==> config.mk <==
export PLATFORM = sky130hd
export DESIGN_NAME = cache_ctrl_wb_flat
export DESIGN_NICKNAME = d
export VERILOG_FILES = /design/src/rtl/cache_ctrl_wb_if.sv /design/src/rtl/cache_ctrl_wb.sv /design/src/flat_wrapper.sv
export SDC_FILE = /design/constraint.sdc
export NUM_CORES = 1
export LEC_CHECK = 0
export ABC_CLOCK_PERIOD_IN_PS = 5710
export BUFFER_PORTS_ARGS = -buffer_cell sky130_fd_sc_hd__buf_4
export CAP_MARGIN = 20
export CORE_MARGIN = 2
export CORE_UTILIZATION = 50
export DETAILED_ROUTE_END_ITERATION = 16
export PLACE_DENSITY = 0.74
export SLEW_MARGIN = 20
export SYNTH_ARGS = -nofsm -noshare
export SYNTH_HDL_FRONTEND = slang
export SYNTH_SLANG_ARGS = --single-unit
==> constraint.sdc <==
create_clock -name clk -period 5.71 [get_ports clk]
set_input_delay 1.4275 -clock clk [delete_from_list [all_inputs] [get_ports clk]]
set_output_delay 1.4275 -clock clk [all_outputs]
set_load 0.02 [all_outputs]
==> src/rtl/cache_ctrl_wb_if.sv <==
// CPU/array/memory handshake bundle for the cache controller.
// Zero latency: this is only the wiring between the controller and its environment.
// No backpressure of its own; Strobe/DReady form the request handshake.
interface cache_ctrl_wb_if;
    // Request and lookup status, driven by the CPU and the tag/data arrays
    logic Strobe;
    logic DRW;
    logic M;
    logic V;
    logic D;
    // Controller outputs
    logic DReady;
    logic W;
    logic MStrobe;
    logic MRW;
    logic RSel;
    logic WSel;
    logic SetDirty;
    logic ClrDirty;
    logic Busy;

    modport master (
        output Strobe, DRW, M, V, D,
        input  DReady, W, MStrobe, MRW, RSel, WSel, SetDirty, ClrDirty, Busy
    );

    modport slave (
        input  Strobe, DRW, M, V, D,
        output DReady, W, MStrobe, MRW, RSel, WSel, SetDirty, ClrDirty, Busy
    );
endinterface

==> src/rtl/cache_ctrl_wb.sv <==
// Direct-mapped cache controller: write-back or write-through, optional write-allocate.
// Latency: hit completes 1 cycle after Strobe; each memory transaction costs MEM_LAT wait cycles.
// Strobe is only accepted in IDLE; Busy signals that the CPU must hold off.
module cache_ctrl_wb #(
    parameter int WAIT_W         = 8,
    parameter int MEM_LAT        = 4,
    parameter int WRITE_BACK     = 1,
    parameter int WRITE_ALLOCATE = 1
) (
    input  logic            clk,
    input  logic            reset,
    cache_ctrl_wb_if.slave  bus
);

    // Reject latencies the counter cannot represent
    if (MEM_LAT < 1 || MEM_LAT > (2 ** WAIT_W) - 1) begin : g_lat_check
        $error("cache_ctrl_wb: MEM_LAT out of range for WAIT_W");
    end

    localparam logic [WAIT_W-1:0] LAT_LOAD = WAIT_W'(MEM_LAT - 1);
    localparam logic [WAIT_W-1:0] CNT_ONE  = WAIT_W'(1);

    typedef enum logic [3:0] {
        IDLE      = 4'd0,
        LOOKUP    = 4'd1,
        WB_REQ    = 4'd2,
        WB_WAIT   = 4'd3,
        FILL_REQ  = 4'd4,
        FILL_WAIT = 4'd5,
        FILL_DONE = 4'd6,
        WT_REQ    = 4'd7,
        WT_WAIT   = 4'd8,
        DONE      = 4'd9
    } state_t;

    state_t            state;
    state_t            state_nx;
    logic [WAIT_W-1:0] cnt;
    logic              op_wr;

    logic hit;
    logic cnt_zero;
    logic wb_en;
    logic wa_en;

    logic dready;
    logic w;
    logic mstrobe;
    logic mrw;
    logic rsel;
    logic wsel;
    logic set_dirty;
    logic clr_dirty;
    logic busy;

    assign hit      = bus.M & bus.V;
    assign cnt_zero = (cnt == '0);
    assign wb_en    = (WRITE_BACK != 0);
    assign wa_en    = (WRITE_ALLOCATE != 0);

    // State register and captured CPU operation; reset abandons any transaction in flight
    always_ff @(posedge clk) begin
        if (!reset) begin
            state <= IDLE;
            op_wr <= 1'b0;
        end else begin
            state <= state_nx;
            if (state == IDLE && bus.Strobe) begin
                op_wr <= bus.DRW;
            end
        end
    end

    // Memory latency counter: armed in each request state, counts down to 0 while waiting
    always_ff @(posedge clk) begin
        if (!reset) begin
            cnt <= '0;
        end else begin
            case (state)
                WB_REQ, FILL_REQ, WT_REQ: cnt <= LAT_LOAD;
                WB_WAIT, FILL_WAIT, WT_WAIT: begin
                    if (!cnt_zero) begin
                        cnt <= cnt - CNT_ONE;
                    end
                end
                default: cnt <= cnt;
            endcase
        end
    end

    // Next-state and output decode; lookup outputs depend on the live M/V/D inputs
    always_comb begin
        state_nx  = state;
        dready    = 1'b0;
        w         = 1'b0;
        mstrobe   = 1'b0;
        mrw       = 1'b0;
        rsel      = 1'b0;
        wsel      = 1'b0;
        set_dirty = 1'b0;
        clr_dirty = 1'b0;
        busy      = 1'b1;
        case (state)
            IDLE: begin
                busy = 1'b0;
                if (bus.Strobe) begin
                    state_nx = LOOKUP;
                end
            end
            LOOKUP: begin
                if (hit) begin
                    if (!op_wr) begin
                        dready   = 1'b1;
                        state_nx = IDLE;
                    end else if (wb_en) begin
                        w         = 1'b1;
                        set_dirty = 1'b1;
                        dready    = 1'b1;
                        state_nx  = IDLE;
                    end else begin
                        w        = 1'b1;
                        state_nx = WT_REQ;
                    end
                end else if (bus.V && bus.D && wb_en) begin
                    state_nx = WB_REQ;
                end else if (!op_wr || wa_en) begin
                    state_nx = FILL_REQ;
                end else begin
                    state_nx = WT_REQ;
                end
            end
            WB_REQ: begin
                mstrobe  = 1'b1;
                mrw      = 1'b1;
                rsel     = 1'b1;
                state_nx = WB_WAIT;
            end
            WB_WAIT: begin
                mrw  = 1'b1;
                rsel = 1'b1;
                if (cnt_zero) begin
                    clr_dirty = 1'b1;
                    state_nx  = FILL_REQ;
                end
            end
            FILL_REQ: begin
                mstrobe  = 1'b1;
                state_nx = FILL_WAIT;
            end
            FILL_WAIT: begin
                if (cnt_zero) begin
                    state_nx = FILL_DONE;
                end
            end
            FILL_DONE: begin
                w         = 1'b1;
                wsel      = 1'b1;
                clr_dirty = 1'b1;
                // A write miss replays the lookup, which now hits and performs the write
                if (op_wr) begin
                    state_nx = LOOKUP;
                end else begin
                    dready   = 1'b1;
                    state_nx = IDLE;
                end
            end
            WT_REQ: begin
                mstrobe  = 1'b1;
                mrw      = 1'b1;
                state_nx = WT_WAIT;
            end
            WT_WAIT: begin
                mrw = 1'b1;
                if (cnt_zero) begin
                    state_nx = DONE;
                end
            end
            DONE: begin
                dready   = 1'b1;
                state_nx = IDLE;
            end
            default: begin
                busy     = 1'b0;
                state_nx = IDLE;
            end
        endcase
    end

    assign bus.DReady   = dready;
    assign bus.W        = w;
    assign bus.MStrobe  = mstrobe;
    assign bus.MRW      = mrw;
    assign bus.RSel     = rsel;
    assign bus.WSel     = wsel;
    assign bus.SetDirty = set_dirty;
    assign bus.ClrDirty = clr_dirty;
    assign bus.Busy     = busy;

endmodule

==> src/flat_wrapper.sv <==
// flat-port wrapper written by rule: the top's interface ports become plain ports
module cache_ctrl_wb_flat 
#(
    parameter int WAIT_W         = 8,
    parameter int MEM_LAT        = 4,
    parameter int WRITE_BACK     = 1,
    parameter int WRITE_ALLOCATE = 1
)
  (clk, reset, bus_Strobe, bus_DRW, bus_M, bus_V, bus_D, bus_DReady, bus_W, bus_MStrobe, bus_MRW, bus_RSel, bus_WSel, bus_SetDirty, bus_ClrDirty, bus_Busy);
  cache_ctrl_wb_if bus_i ();
  input  logic clk;
  input  logic reset;
  input wire logic [$bits(bus_i.Strobe)-1:0] bus_Strobe;
  input wire logic [$bits(bus_i.DRW)-1:0] bus_DRW;
  input wire logic [$bits(bus_i.M)-1:0] bus_M;
  input wire logic [$bits(bus_i.V)-1:0] bus_V;
  input wire logic [$bits(bus_i.D)-1:0] bus_D;
  output wire logic [$bits(bus_i.DReady)-1:0] bus_DReady;
  output wire logic [$bits(bus_i.W)-1:0] bus_W;
  output wire logic [$bits(bus_i.MStrobe)-1:0] bus_MStrobe;
  output wire logic [$bits(bus_i.MRW)-1:0] bus_MRW;
  output wire logic [$bits(bus_i.RSel)-1:0] bus_RSel;
  output wire logic [$bits(bus_i.WSel)-1:0] bus_WSel;
  output wire logic [$bits(bus_i.SetDirty)-1:0] bus_SetDirty;
  output wire logic [$bits(bus_i.ClrDirty)-1:0] bus_ClrDirty;
  output wire logic [$bits(bus_i.Busy)-1:0] bus_Busy;
  assign bus_i.Strobe = bus_Strobe;
  assign bus_i.DRW = bus_DRW;
  assign bus_i.M = bus_M;
  assign bus_i.V = bus_V;
  assign bus_i.D = bus_D;
  assign bus_DReady = bus_i.DReady;
  assign bus_W = bus_i.W;
  assign bus_MStrobe = bus_i.MStrobe;
  assign bus_MRW = bus_i.MRW;
  assign bus_RSel = bus_i.RSel;
  assign bus_WSel = bus_i.WSel;
  assign bus_SetDirty = bus_i.SetDirty;
  assign bus_ClrDirty = bus_i.ClrDirty;
  assign bus_Busy = bus_i.Busy;
  cache_ctrl_wb #(.WAIT_W(WAIT_W), .MEM_LAT(MEM_LAT), .WRITE_BACK(WRITE_BACK), .WRITE_ALLOCATE(WRITE_ALLOCATE)) u_core (.clk(clk), .reset(reset), .bus(bus_i));
endmodule
Word-level counts from Yosys, hierarchy flattened --
Index checks and enable logic that the tools add are counted.
Word-level totals: output and inout port bits 9, word-level logic and storage cells 55, bits of input ports 7, register bits 13
Cells by class: $add $sub $neg 1, reductions and logical operators 12, equality and inequality tests 14, bitwise operators 1, multiplexer cells 24
Operators with widths (number):
- one-hot mux 4 bit (9 select lines) | 1
- two-way mux 4 bit | 5
- equality test 4 x 3 -> 1 bit (second input constant) | 4
- one-hot mux 8 bit (2 select lines) | 1
- two-way mux 1 bit | 12
- OR reduction 9 bit | 1
- equality test 4 x 2 -> 1 bit (second input constant) | 2
- equality test 4 bit (second input constant) | 2
- logical NOT 8 bit | 1
- two-way mux 8 bit | 1
- subtractor 8 x 1 -> 8 bit (second input constant) | 1
- inequality test 2 x 1 -> 1 bit (second input constant) | 3
- OR reduction 3 bit | 2
- equality test 4 x 1 -> 1 bit (second input constant) | 1
- logical NOT 4 bit | 1
- inequality test 2 bit (second input constant) | 2
- one-hot mux 1 bit (2 select lines) | 2
- AND reduction 4 bit | 1
- OR reduction 4 bit | 1
- two-way mux 3 bit | 1
- one-hot mux 1 bit (3 select lines) | 1
- logical AND 1 bit | 2
- AND reduction 2 bit | 1
- nonzero test 2 bit | 1
- other kinds (2) | 2

Logic depth before layout (Yosys ltp) --
Gate-level depths: netlist of the first run.
depth in word-level cells 4, mapped depth 7

Least setup slack after synthesis of the first run --
No wires, ideal clock.
kind input to output, from input port bus_M, to output port bus_W, buffers on the path 0, slack 1.986 ns, arrival 2.296 ns, stages 3, path through nand4_1 -> nor3_1 -> or2_2
Between the ends: cells in the longest elaborated chain, start to end 3
RTL lines:
- from (decl) | RTL line flat_wrapper.sv:15 | input wire logic [$bits(bus_i.M)-1:0] bus_M;
- bitwise AND 1 bit | RTL line cache_ctrl_wb.sv:56 | assign hit = bus.M & bus.V;
- two-way mux 1 bit | RTL line cache_ctrl_wb.sv:111 | if (hit) begin
- one-hot mux 1 bit (2 select lines) | RTL line cache_ctrl_wb.sv:103 | case (state)
- to (decl) | RTL line flat_wrapper.sv:19 | output wire logic [$bits(bus_i.W)-1:0] bus_W;
No other way between the ends.

Worst setup path in the final report of the first run --
from register u_core.cnt[0], to output port bus_ClrDirty
Between the ends: cells in the longest elaborated chain, start to end 3
RTL lines:
- from (decl) | RTL line cache_ctrl_wb.sv:38 | logic [WAIT_W-1:0] cnt;
- from (signal assigned) | RTL line cache_ctrl_wb.sv:83 | cnt <= cnt - CNT_ONE;
- from (signal assigned) | RTL line cache_ctrl_wb.sv:86 | default: cnt <= cnt;
- logical NOT 8 bit | RTL line cache_ctrl_wb.sv:57 | assign cnt_zero = (cnt == '0);
- two-way mux 1 bit | RTL line cache_ctrl_wb.sv:141 | if (cnt_zero) begin
- one-hot mux 1 bit (2 select lines) | RTL line cache_ctrl_wb.sv:103
- to (decl) | RTL line flat_wrapper.sv:25 | output wire logic [$bits(bus_i.ClrDirty)-1:0] bus_ClrDirty;
No other way between the ends.

==> run_results.csv, run 1 <==
group,metric,value,unit
status,status,"completed",
sta,period_needed,3.688,ns
setup_path,crit_type,"flop to primary output",
yosys,synth_adder_area_share,2.941,%
clock_network,clk_pin_slew,0.08,ns
place,dpl.hpwl,1448,um
finish,insertedDiodeCount,0,
sta,worstMarginPinSlew,0.6958,ns
power_and_ir_drop,ir_worst_vdd,143.7,uV
yosys,syn_area,850.8,um^2
yosys,post_synth_xor_area_fraction,1.029,%
setup_path,arrival,2.26,ns
yosys,muxShareOfSynthArea,2.353,%
finish,layout-drive-gt1-share,19.84,%
run,drv_cap,0,
die,dieArea,2048,um^2
clock_network,clk_latency,0.28,ns
setup_path,cp_max_fo,11,
detailed_routing,drtIter0Drc,32,
clock_network,cts_tree,"yes",
clock_network,cts.sinks,13,
detailed_routing,wl_per_cell,14.08,um
yosys,synth_top_cell_by_area,"dfxtp_1",
yosys,ys_dominant_reg_cell,"dfxtp_1",
place,port_buffers,15,
yosys,syn_area_per_cell,7.529,um^2
finish,seqCellArea,260.3,um^2
finish,multi_input_area,538.0,um^2
die,start_util,54.57,%
setup_path,crit_path_end_kind,"primary output",
yosys,synth_fp_nets,122,
clock_network,cts_buffers,3,
power_and_ir_drop,power_density,239.7,nW/um^2
clock_network,cts_resized,0,
yosys,seq_area_frac_synth,30.59,%
clock_network,post-cts-setup-buffers,0,
sta,finalSetupViolations,0,
detailed_routing,routed_wl,1999,um
detailed_routing,drtAntennaViolNets,0,
die,ios,16,
setup_path,critPathLaunchType,"flop",
place,gp_congestion,0.7848,
finish,final_util,63.64,%
yosys,synth_compound_area_share,26.18,%
sta,max_freq,271.2,MHz
global_route,grt.overflow.total,0,
sta,finalCritPeriodShare,64.58,%
global_route,grt_max_degree,18,
yosys,synth_cell_types,34,
die,die_y,45.25,um
detailed_routing,first_pass_iters,4,
finish,fillCellCount,133,
yosys,synth-edff-count,0,
clock_network,cts.path.max_buffers,2,
sta,maxSlewHeadroom,53.47,%
worst_hold_path,hold_path.class,"flop to flop",
sta,hold_violations,0,
sta,setup_tns,0,ns
setup_path,required,4.28,ns
yosys,synth_seq_cells,13,
global_route,grt_pass1_wl,3381,um
die,fp.dieW,45.25,um
clock_network,hold_buffers,0,
yosys,synth_top_area_share,30.59,%
yosys,netlist_top_cells_count,"dfxtp_1, nand2_1, a21oi_1, inv_1, nor2_1",
power_and_ir_drop,p_leak,0.4155,nW
sta,grt_setup_unrepaired,"false",
clock_network,htreeDepth,1,
global_route,grt_use_total,22.08,%
detailed_routing,post-route-drc-count,0,
detailed_routing,viasPerCell,6.415,
global_route,antenna_found_initial,0,
yosys,yosys.area_share.simple,30.00,%
yosys,yosysWarnings,0,
global_route,grt_pass1_vias,803,
clock_network,cts_root_buf,"clkbuf_4",
sta,fin_skew,0.005396,ns
sta,slew_violations,0,
yosys,synthArstFlopShare,0,%
yosys,synth.most_common_cell,"dfxtp_1",
finish,syn_to_final_growth,16.62,%
yosys,synth_top_family_by_area,"simple AND/OR/NAND/NOR gates",
yosys,synthesis.instances,113,
finish,nets,136,
die,rows,14,
die,fp.coreArea,1559,um^2
yosys,yosys-top-cells-area,"dfxtp_1, a21oi_1, or4_1",
detailed_routing,vias,911,
## final timing paths
check | end | from | slack [ns] | depth (start not counted)
setup reg to reg | u_core.cnt[1] | u_core.cnt[0] | 3.54 | 6
hold / removal | u_core.cnt[5] | u_core.cnt[5] | 0.48 | 2
hold reg to reg | u_core.cnt[5] | u_core.cnt[5] | 0.48 | 2
setup / recovery | bus_ClrDirty | u_core.cnt[0] | 2.02 | 7
## worst max-delay path, stage by stage (launching register included)
cell	delay (ns)
dfxtp_1	0.35
inv_1	0.11
ha_1	0.14
or3b_2	0.47
nor2_1	0.51
a21oi_1	0.14
nor2_1	0.12
buf_4	0.15
## cell usage in the layout (no fill, tap or decap), types with 2 or more instances in the layout
master,netlist,final
inv_1,9,9
clkbuf_4,0,3
nor2_1,9,9
mux2i_1,2,2
ha_1,2,2
or4_1,6,6
o31ai_1,3,3
o21ai_0,5,5
o211ai_1,4,4
nor2b_1,3,3
or3_1,3,3
nor3_1,2,2
a31oi_1,3,2
a211o_1,2,2
nor4_1,2,2
dfxtp_1,13,13
o31a_1,2,2
a21oi_1,9,9
nand2_1,10,10
or2_2,2,2
a211oi_1,2,2
nand3_1,3,3
buf_4,0,15
## power by group
group	leakage, nW	internal [W]	switching [W]
combinational	0.292	0.0000295	0.0000427
clock	0.0177	0.0000260	0.0000335
sequential	0.106	0.0000962	0.0000101
total	0.416	0.000152	0.0000862
## stage by stage
step / setup WS (ns) / instances / power [W] / area, um^2 / hold WS (ns)
final: 2.022 / 142 / 0.0002378 / 992.2 / 0.4813
after global routing: 1.818 / 142 / 0.0002539 / 992.2 / 0.5332
after CTS: 2.025 / 142 / 0.0002387 / 985.9 / 0.4887
after detailed placement: 2.143 / 138 / 0.0001783 / 958.4 / 0.4760
after global placement: 2.158 / 138 / 0.0001772 / 958.4 / 0.4640
after floorplan: 1.986 / 113 / 0.0001583 / 850.8 / 0.4430
## layer usage
metal | track usage [%] | routed length, um | share of wire [%] | vias up
met3 | 3.200 | 114 | 5.7 | 6
met1 | 32.52 | 914 | 46 | 424
met2 | 32.57 | 938 | 47 | 32
met4 | 7.647 | 33 | 1.7 | 0
met5 | 0 | 0 | 0 | -
li1 | - | - | - | 449
## kinds of logic after synthesis
kind of cell	Yosys count
simple gates	46
compound gates	34
buf+inv	15
flops	13
mux	2
fa+ha+maj	2
xor+xnor	1
## cell type report
class	instances	share of cell area [%]
sequential	13	26.23
multi-input combinational	85	54.22
clock buffer	3	2.270
clock inverter	1	0.5044
timing repair buffer	15	11.35
tap	16	2.018
inverter	9	3.405
## state kept, by name, summed over array words and instances (netlist names)
register / flops
u_core.state: 4
u_core.op_wr: 1
u_core.cnt: 8
No activity file was read; power rests on OpenSTA's default activity.
==> inputs of run 2 (changes only) <==
--- a/config.mk
+++ b/config.mk
@@ -5,13 +5,14 @@
 export SDC_FILE = /design/constraint.sdc
 export NUM_CORES = 1
 export LEC_CHECK = 0
-export ABC_CLOCK_PERIOD_IN_PS = 5710
+export ABC_AREA = 1
+export ABC_CLOCK_PERIOD_IN_PS = 3290
 export BUFFER_PORTS_ARGS = -buffer_cell sky130_fd_sc_hd__buf_4
 export CAP_MARGIN = 20
 export CORE_MARGIN = 2
-export CORE_UTILIZATION = 50
+export CORE_UTILIZATION = 49
 export DETAILED_ROUTE_END_ITERATION = 16
-export PLACE_DENSITY = 0.74
+export PLACE_DENSITY = 0.75
 export SLEW_MARGIN = 20
 export SYNTH_ARGS = -nofsm -noshare
 export SYNTH_HDL_FRONTEND = slang
==> constraint.sdc (replaced) <==
create_clock -name clk -period 3.29 [get_ports clk]
set_input_delay 0.8225 -clock clk [delete_from_list [all_inputs] [get_ports clk]]
set_output_delay 0.8225 -clock clk [all_outputs]
set_load 0.02 [all_outputs]
==> run 2 against run 1 <==
Register-to-register slack worse by 1.9 ns. Non-clock buffer count stayed put. Routed wire length grew 4.8%. Synthesized cell count grew 32%. Largest power group is now combinational logic. Clock power rose by 68%. Sequential power grew 130%. Clock skew grew 0.0019 ns. Largest cell class unchanged. Critical endpoint is now bus_Busy.
==> run_results.csv, run 2 <==
group,metric,value,unit
detailed_routing,vias,990,
power_and_ir_drop,power_density,867.0,nW/um^2
sta,grt_setup_unrepaired,"false",
sta,hold_violations,0,
detailed_routing,wl_per_cell,10.91,um
clock_network,cts_resized,0,
finish,largest_register_ffs,8,
run,drv_cap,0,
global_route,grt_pass1_vias,783,
detailed_routing,drtIter0Drc,26,
place,gp_congestion,0.8620,
sta,period_needed,2.538,ns
power_and_ir_drop,combPwrFrac,63.8,%
worst_hold_path,hp-start,"u_core.op_wr",
finish,final_util,62.15,%
yosys,ys_dominant_reg_cell,"dfxtp_1",
clock_network,clk_latency,0.28,ns
die,rows,15,
clock_network,hold_buffers,0,
yosys,synthesis.instances,149,
setup_path,rr_endpoint,"u_core.state[0]",
status,status,"completed",
setup_path,timing.rr.start,"u_core.state[3]",
global_route,antenna_found_initial,0,
clock_network,cts_buffers,3,
setup_path,crit_path_end_kind,"primary output",
sta,setup_tns,0,ns
yosys,synth_seq_cells,13,
global_route,grt_max_degree,12,
sta,fin_skew,0.007320,ns
worst_hold_path,whs_path_depth,2,
yosys,netlist_top_cells_count,"nand2_1, inv_1, nor2_1, dfxtp_1",
setup_path,critPathLaunchType,"flop",
finish,nets,177,
clock_network,htreeDepth,1,
clock_network,clk_pin_slew,0.08,ns
yosys,yosysWarnings,0,
finish,insertedDiodeCount,0,
power_and_ir_drop,switching_share,50.77,%
place,dpl.hpwl,1670,um
die,die_y,47.47,um
finish,layout-drive-gt1-share,17.96,%
detailed_routing,post-route-drc-count,0,
sta,max_freq,394.1,MHz
worst_hold_path,hold_path.class,"flop to flop",
sta,maxSlewHeadroom,78.20,%
yosys,synthArstFlopShare,0,%
global_route,grt_pass1_wl,3429,um
yosys,synth.most_common_cell,"nand2_1",
setup_path,r2r_cells,9,
yosys,syn_area,925.9,um^2
yosys,synth_top_area_share,28.11,%
setup_path,rrSetupSlack,1.67,ns
yosys,synth-edff-count,0,
die,fp.coreArea,1745,um^2
yosys,synth_top_cell_by_area,"dfxtp_1",
yosys,syn_area_per_cell,6.214,um^2
yosys,seq_area_frac_synth,28.11,%
finish,most-common-layout-cells,"nand2_1, inv_1, nor2_1, buf_4, dfxtp_1",
die,dieArea,2253,um^2
power_and_ir_drop,p_int,0.0004630,W
sta,worstMarginPinSlew,0.3265,ns
clock_network,post-cts-setup-buffers,0,
sta,slew_violations,0,
finish,reg_top3,"u_core.cnt x8, u_core.state x4, u_core.op_wr x1",
detailed_routing,first_pass_iters,4,
place,port_buffers,15,
finish,syn_to_final_growth,17.16,%
clock_network,cts_root_buf,"clkbuf_4",
sta,finalCritPeriodShare,77.13,%
sta,finalSetupViolations,0,
power_and_ir_drop,pwr-share-seq,25.6,%
clock_network,cts.path.max_buffers,2,
clock_network,cts.sinks,13,
setup_path,cp_max_fo,9,
die,start_util,53.05,%
global_route,grt.overflow.total,0,
detailed_routing,routed_wl,2095,um
yosys,yosys-top-cells-area,"dfxtp_1, nand2_1, inv_1",
setup_path,crit_type,"flop to primary output",
finish,fillCellCount,176,
clock_network,cts_tree,"yes",
finish,largest_register,"u_core.cnt",
setup_path,required,2.47,ns
power_and_ir_drop,netSwitchingPower,0.0004775,W
die,ios,16,
power_and_ir_drop,p_leak,0.5515,nW
power_and_ir_drop,ir_worst_vdd,419.8,uV
global_route,grt_use_total,22.03,%
yosys,synth_fp_nets,158,
power_and_ir_drop,p_clk_share,10.6,%
yosys,synth_cell_types,20,
finish,layout_commonest_cell,"nand2_1",
setup_path,arrival,1.72,ns
detailed_routing,drtAntennaViolNets,0,
die,fp.dieW,47.47,um
worst_hold_path,min_to,"u_core.op_wr",
detailed_routing,viasPerCell,5.156,
[run 2: cell count changes in the layout (fill, tap and decap cells not counted), sizes merged, moves of 4 or more]
| cell | change |
|---|---|
| inv | +16 |
| nor2 | +15 |
| o211ai | -4 |
| or4 | -7 |
| nand4 | +7 |
| nand2 | +30 |
| nand3 | +11 |
[run 2: worst max path at each step]
stage	depth (start not counted)	start	end
finish	8	u_core.state[3]	bus_Busy
global route	8	u_core.state[3]	bus_Busy
CTS	8	u_core.state[3]	bus_Busy
detailed placement	6	bus_V	bus_W
global placement	6	bus_V	bus_W
floorplan	4	bus_M	bus_W
[run 2: routing by layer]
metal | vias to the layer above | GRT usage [%] | wire, um
li1 | 516 | - | -
met1 | 441 | 30.18 | 963
met2 | 29 | 33.24 | 962
met3 | 4 | 6.792 | 149
met4 | 0 | 6.667 | 20
met5 | - | 0 | 0
[run 2: area by class of cell]
cell class	instances	area, um^2	area share (%)
Timing Repair Buffer	15	112.6	10.38
Sequential cell	13	260.3	23.99
Inverter	25	93.84	8.651
Clock buffer	4	26.28	2.422
Multi-Input combinational cell	110	560.5	51.67
Tap cell	25	31.28	2.884
[run 2: power groups by stage]
stage	combinational, W	sequential, W	clock, W
floorplan	0.000455	0.000232	0
global placement	0.000586	0.000241	0
detailed placement	0.000598	0.000243	0
CTS	0.000601	0.000239	0.000105
global route	0.000671	0.000245	0.000112
finish	0.000600	0.000241	0.0000997
[run 2: kinds of logic after synthesis]
kind of cell    count (synthesis)  synth area share [%]
compound gates                 19                 10.41
xor+xnor                        3                 2.838
fa+ha+maj                       2                 2.702
buf+inv                        26                 11.35
flops                          13                 28.11
simple gates                   86                 44.60
[run 2: through the flow]
stage	total power, W	setup slack (ns)	std cells	cell area (um^2)	hold slack (ns)
finish	0.0009405	0.7524	192	1085	0.5075
global route	0.001028	0.6434	192	1085	0.5447
CTS	0.0009453	0.7663	192	1085	0.5119
detailed placement	0.0008411	1.039	188	1059	0.4997
global placement	0.0008270	1.075	188	1059	0.4910
floorplan	0.0006866	0.9918	149	925.9	0.4716
[run 2: critical path, cell delays in order (launching register included)]
cell,delay (ns)
dfxtp_1,0.45
inv_1,0.06
nand2_1,0.07
inv_1,0.07
nand2_1,0.13
nand2_1,0.11
nor2_4,0.25
nand4_1,0.12
buf_4,0.18
==> inputs of run 3 (changes only) <==
--- a/config.mk
+++ b/config.mk
@@ -5,14 +5,14 @@
 export SDC_FILE = /design/constraint.sdc
 export NUM_CORES = 1
 export LEC_CHECK = 0
-export ABC_AREA = 1
-export ABC_CLOCK_PERIOD_IN_PS = 3290
+export ABC_AREA = 0
+export ABC_CLOCK_PERIOD_IN_PS = 2550
 export BUFFER_PORTS_ARGS = -buffer_cell sky130_fd_sc_hd__buf_4
 export CAP_MARGIN = 20
 export CORE_MARGIN = 2
-export CORE_UTILIZATION = 49
+export CORE_UTILIZATION = 50
 export DETAILED_ROUTE_END_ITERATION = 16
-export PLACE_DENSITY = 0.75
+export PLACE_DENSITY = 0.74
 export SLEW_MARGIN = 20
 export SYNTH_ARGS = -nofsm -noshare
 export SYNTH_HDL_FRONTEND = slang
==> constraint.sdc (replaced) <==
create_clock -name clk -period 2.55 [get_ports clk]
set_input_delay 0.6375 -clock clk [delete_from_list [all_inputs] [get_ports clk]]
set_output_delay 0.6375 -clock clk [all_outputs]
set_load 0.02 [all_outputs]
==> run 3 against run 2 <==
Via count decreased by 7.9%. Setup slack worse by 0.63 ns. Critical endpoint is now bus_ClrDirty. Largest power group is now registers. Largest cell class unchanged. Critical path type unchanged. Clock skew shrank 0.0042 ns.
==> run_results.csv, run 3 (same netlist as run 1, synthesis figures left out) <==
group,metric,value,unit
status,status,"completed",
power_and_ir_drop,ir_worst_vdd,379.6,uV
finish,multi_input_area,534.3,um^2
place,gp_congestion,0.7688,
run,drv_cap,0,
sta,finalSetupViolations,0,
place,port_buffers,15,
worst_hold_path,hold_path.class,"flop to flop",
setup_path,arrival,1.79,ns
detailed_routing,viasPerCell,6.247,
setup_path,endpoint,"bus_ClrDirty",
place,place_area,988.4,um^2
clock_network,cts_tree,"yes",
global_route,grt_max_degree,15,
clock_network,cts.path.max_buffers,2,
sta,worstMarginPinSlew,0.4975,ns
place,dp.cells,142,
finish,most-common-layout-cells,"buf_4, dfxtp_1, nand2_1, inv_1, a21oi_1",
finish,reg_top3,"u_core.cnt x8, u_core.state x4, u_core.op_wr x1",
finish,largest_register,"u_core.cnt",
setup_path,timing.rr.start,"u_core.state[3]",
finish,layout-drive-gt1-share,21.54,%
finish,fin_cells,146,
finish,nets,140,
die,start_util,54.57,%
setup_path,crit_type,"flop to primary output",
power_and_ir_drop,power_density,537.0,nW/um^2
detailed_routing,drtAntennaViolNets,0,
sta,slew_violations,0,
clock_network,post-cts-setup-buffers,0,
place,dpl.hpwl,1542,um
finish,fillCellCount,134,
finish,largest_register_ffs,8,
setup_path,rrSetupSlack,0.51,ns
clock_network,clk_latency,0.28,ns
sta,grt_setup_unrepaired,"false",
die,ios,16,
detailed_routing,first_pass_iters,4,
sta,setup_tns,0,ns
clock_network,htreeDepth,1,
sta,max_freq,411.8,MHz
die,rows,14,
detailed_routing,vias,912,
sta,finalCritPeriodShare,95.24,%
finish,seqCellArea,260.3,um^2
detailed_routing,post-route-drc-count,0,
setup_path,critPathLaunchType,"flop",
setup_path,slowest_delay,0.48,ns
setup_path,r2r_cells,5,
setup_path,cp_max_fo,5,
setup_path,rr_endpoint,"u_core.cnt[3]",
sta,fin_skew,0.003132,ns
finish,stdcell_area,1017,um^2
clock_network,clk_pin_slew,0.08,ns
setup_path,crit_path_top_delay_cell,"or3b_2",
setup_path,required,1.91,ns
sta,hold_violations,0,
sta,maxSlewHeadroom,66.48,%
die,fp.coreArea,1559,um^2
finish,layout_commonest_cell,"buf_4",
die,dieArea,2048,um^2
power_and_ir_drop,p_total,0.0005463,W
die,fp.dieW,45.25,um
die,die_y,45.25,um
sta,whs,0.4899,ns
sta,period_needed,2.429,ns
global_route,grt_use_total,23.31,%
global_route,antenna_found_initial,0,
global_route,grt_pass1_vias,814,
worst_hold_path,whs_path_depth,2,
finish,insertedDiodeCount,0,
setup_path,crit_start,"u_core.cnt[0]",
clock_network,cts_buffers,3,
global_route,grt_pass1_wl,3512,um
clock_network,cts.sinks,13,
finish,syn_to_final_growth,19.56,%
clock_network,cts_root_buf,"clkbuf_4",
power_and_ir_drop,p_leak,0.4322,nW
detailed_routing,routed_wl,2093,um
detailed_routing,drtIter0Drc,17,
global_route,grt.overflow.total,0,
setup_path,path_cells,"inv_1 -> ha_1 -> or3b_2 -> nor2_2 -> a21oi_1 -> nor2_1 -> buf_4",
setup_path,crit_path_end_kind,"primary output",
detailed_routing,wl_per_cell,14.34,um
run 3: how the worst min path moves through the flow:
stage | start | to | slack, ns
3_3_place_gp | u_core.cnt[7] | u_core.cnt[7] | 0.47
4_1_cts | u_core.cnt[5] | u_core.cnt[5] | 0.49
3_5_place_dp | u_core.cnt[5] | u_core.cnt[5] | 0.48
2_1_floorplan | u_core.cnt[5] | u_core.cnt[5] | 0.44
6_report | u_core.cnt[5] | u_core.cnt[5] | 0.49
5_1_grt | u_core.cnt[7] | u_core.cnt[7] | 0.53
run 3: area by class of cell:
| cell class | count | share of cell area [%] |
|---|---|---|
| multi-input cells | 85 | 52.52 |
| inverters | 9 | 3.321 |
| repair buffers | 19 | 14.02 |
| flip-flops and latches | 13 | 25.58 |
| clock buffers | 4 | 2.583 |
| well taps | 16 | 1.968 |
run 3: power by group:
group / internal (W) / switching, W / total, W
Clock: 0.0000608 / 0.0000703 / 0.000131
Sequential: 0.000215 / 0.0000184 / 0.000234
Combinational: 0.0000765 / 0.000105 / 0.000181
Total: 0.000353 / 0.000194 / 0.000546
run 3: per-stage QoR:
step | util [%] | setup WS, ns
floorplan | - | 0.1869
global placement | 63.40 | 0.4632
detailed placement | 63.40 | 0.4163
CTS | 65.09 | 0.09230
global route | 65.25 | 0.03429
finish | 65.25 | 0.1214
run 3: layer usage:
layer,vias up,global-route usage (%),wire [um]
met1,426,31.78,991
met3,4,6.800,123
met4,0,8.235,14
li1,453,-,-
met5,-,0,0
met2,29,34.86,963
run 3: what timing repair did:
item | 4_1_cts | 5_1_grt
gates resized for setup | 0 | 1
endpoints found under the setup margin | 0 | 1
endpoints found under the hold margin | 0 | 0
hold buffers | 0 | 0
run 3: critical path: cells and delay by family (launching register included):
| kind | cells | cell delay (ns) |
|---|---|---|
| buffers and inverters | 2 | 0.25 |
| DFF | 1 | 0.34 |
| adders and majority gates | 1 | 0.15 |
| AOI/OAI and AO/OA | 1 | 0.07 |
| and+or+nand+nor | 3 | 0.70 |
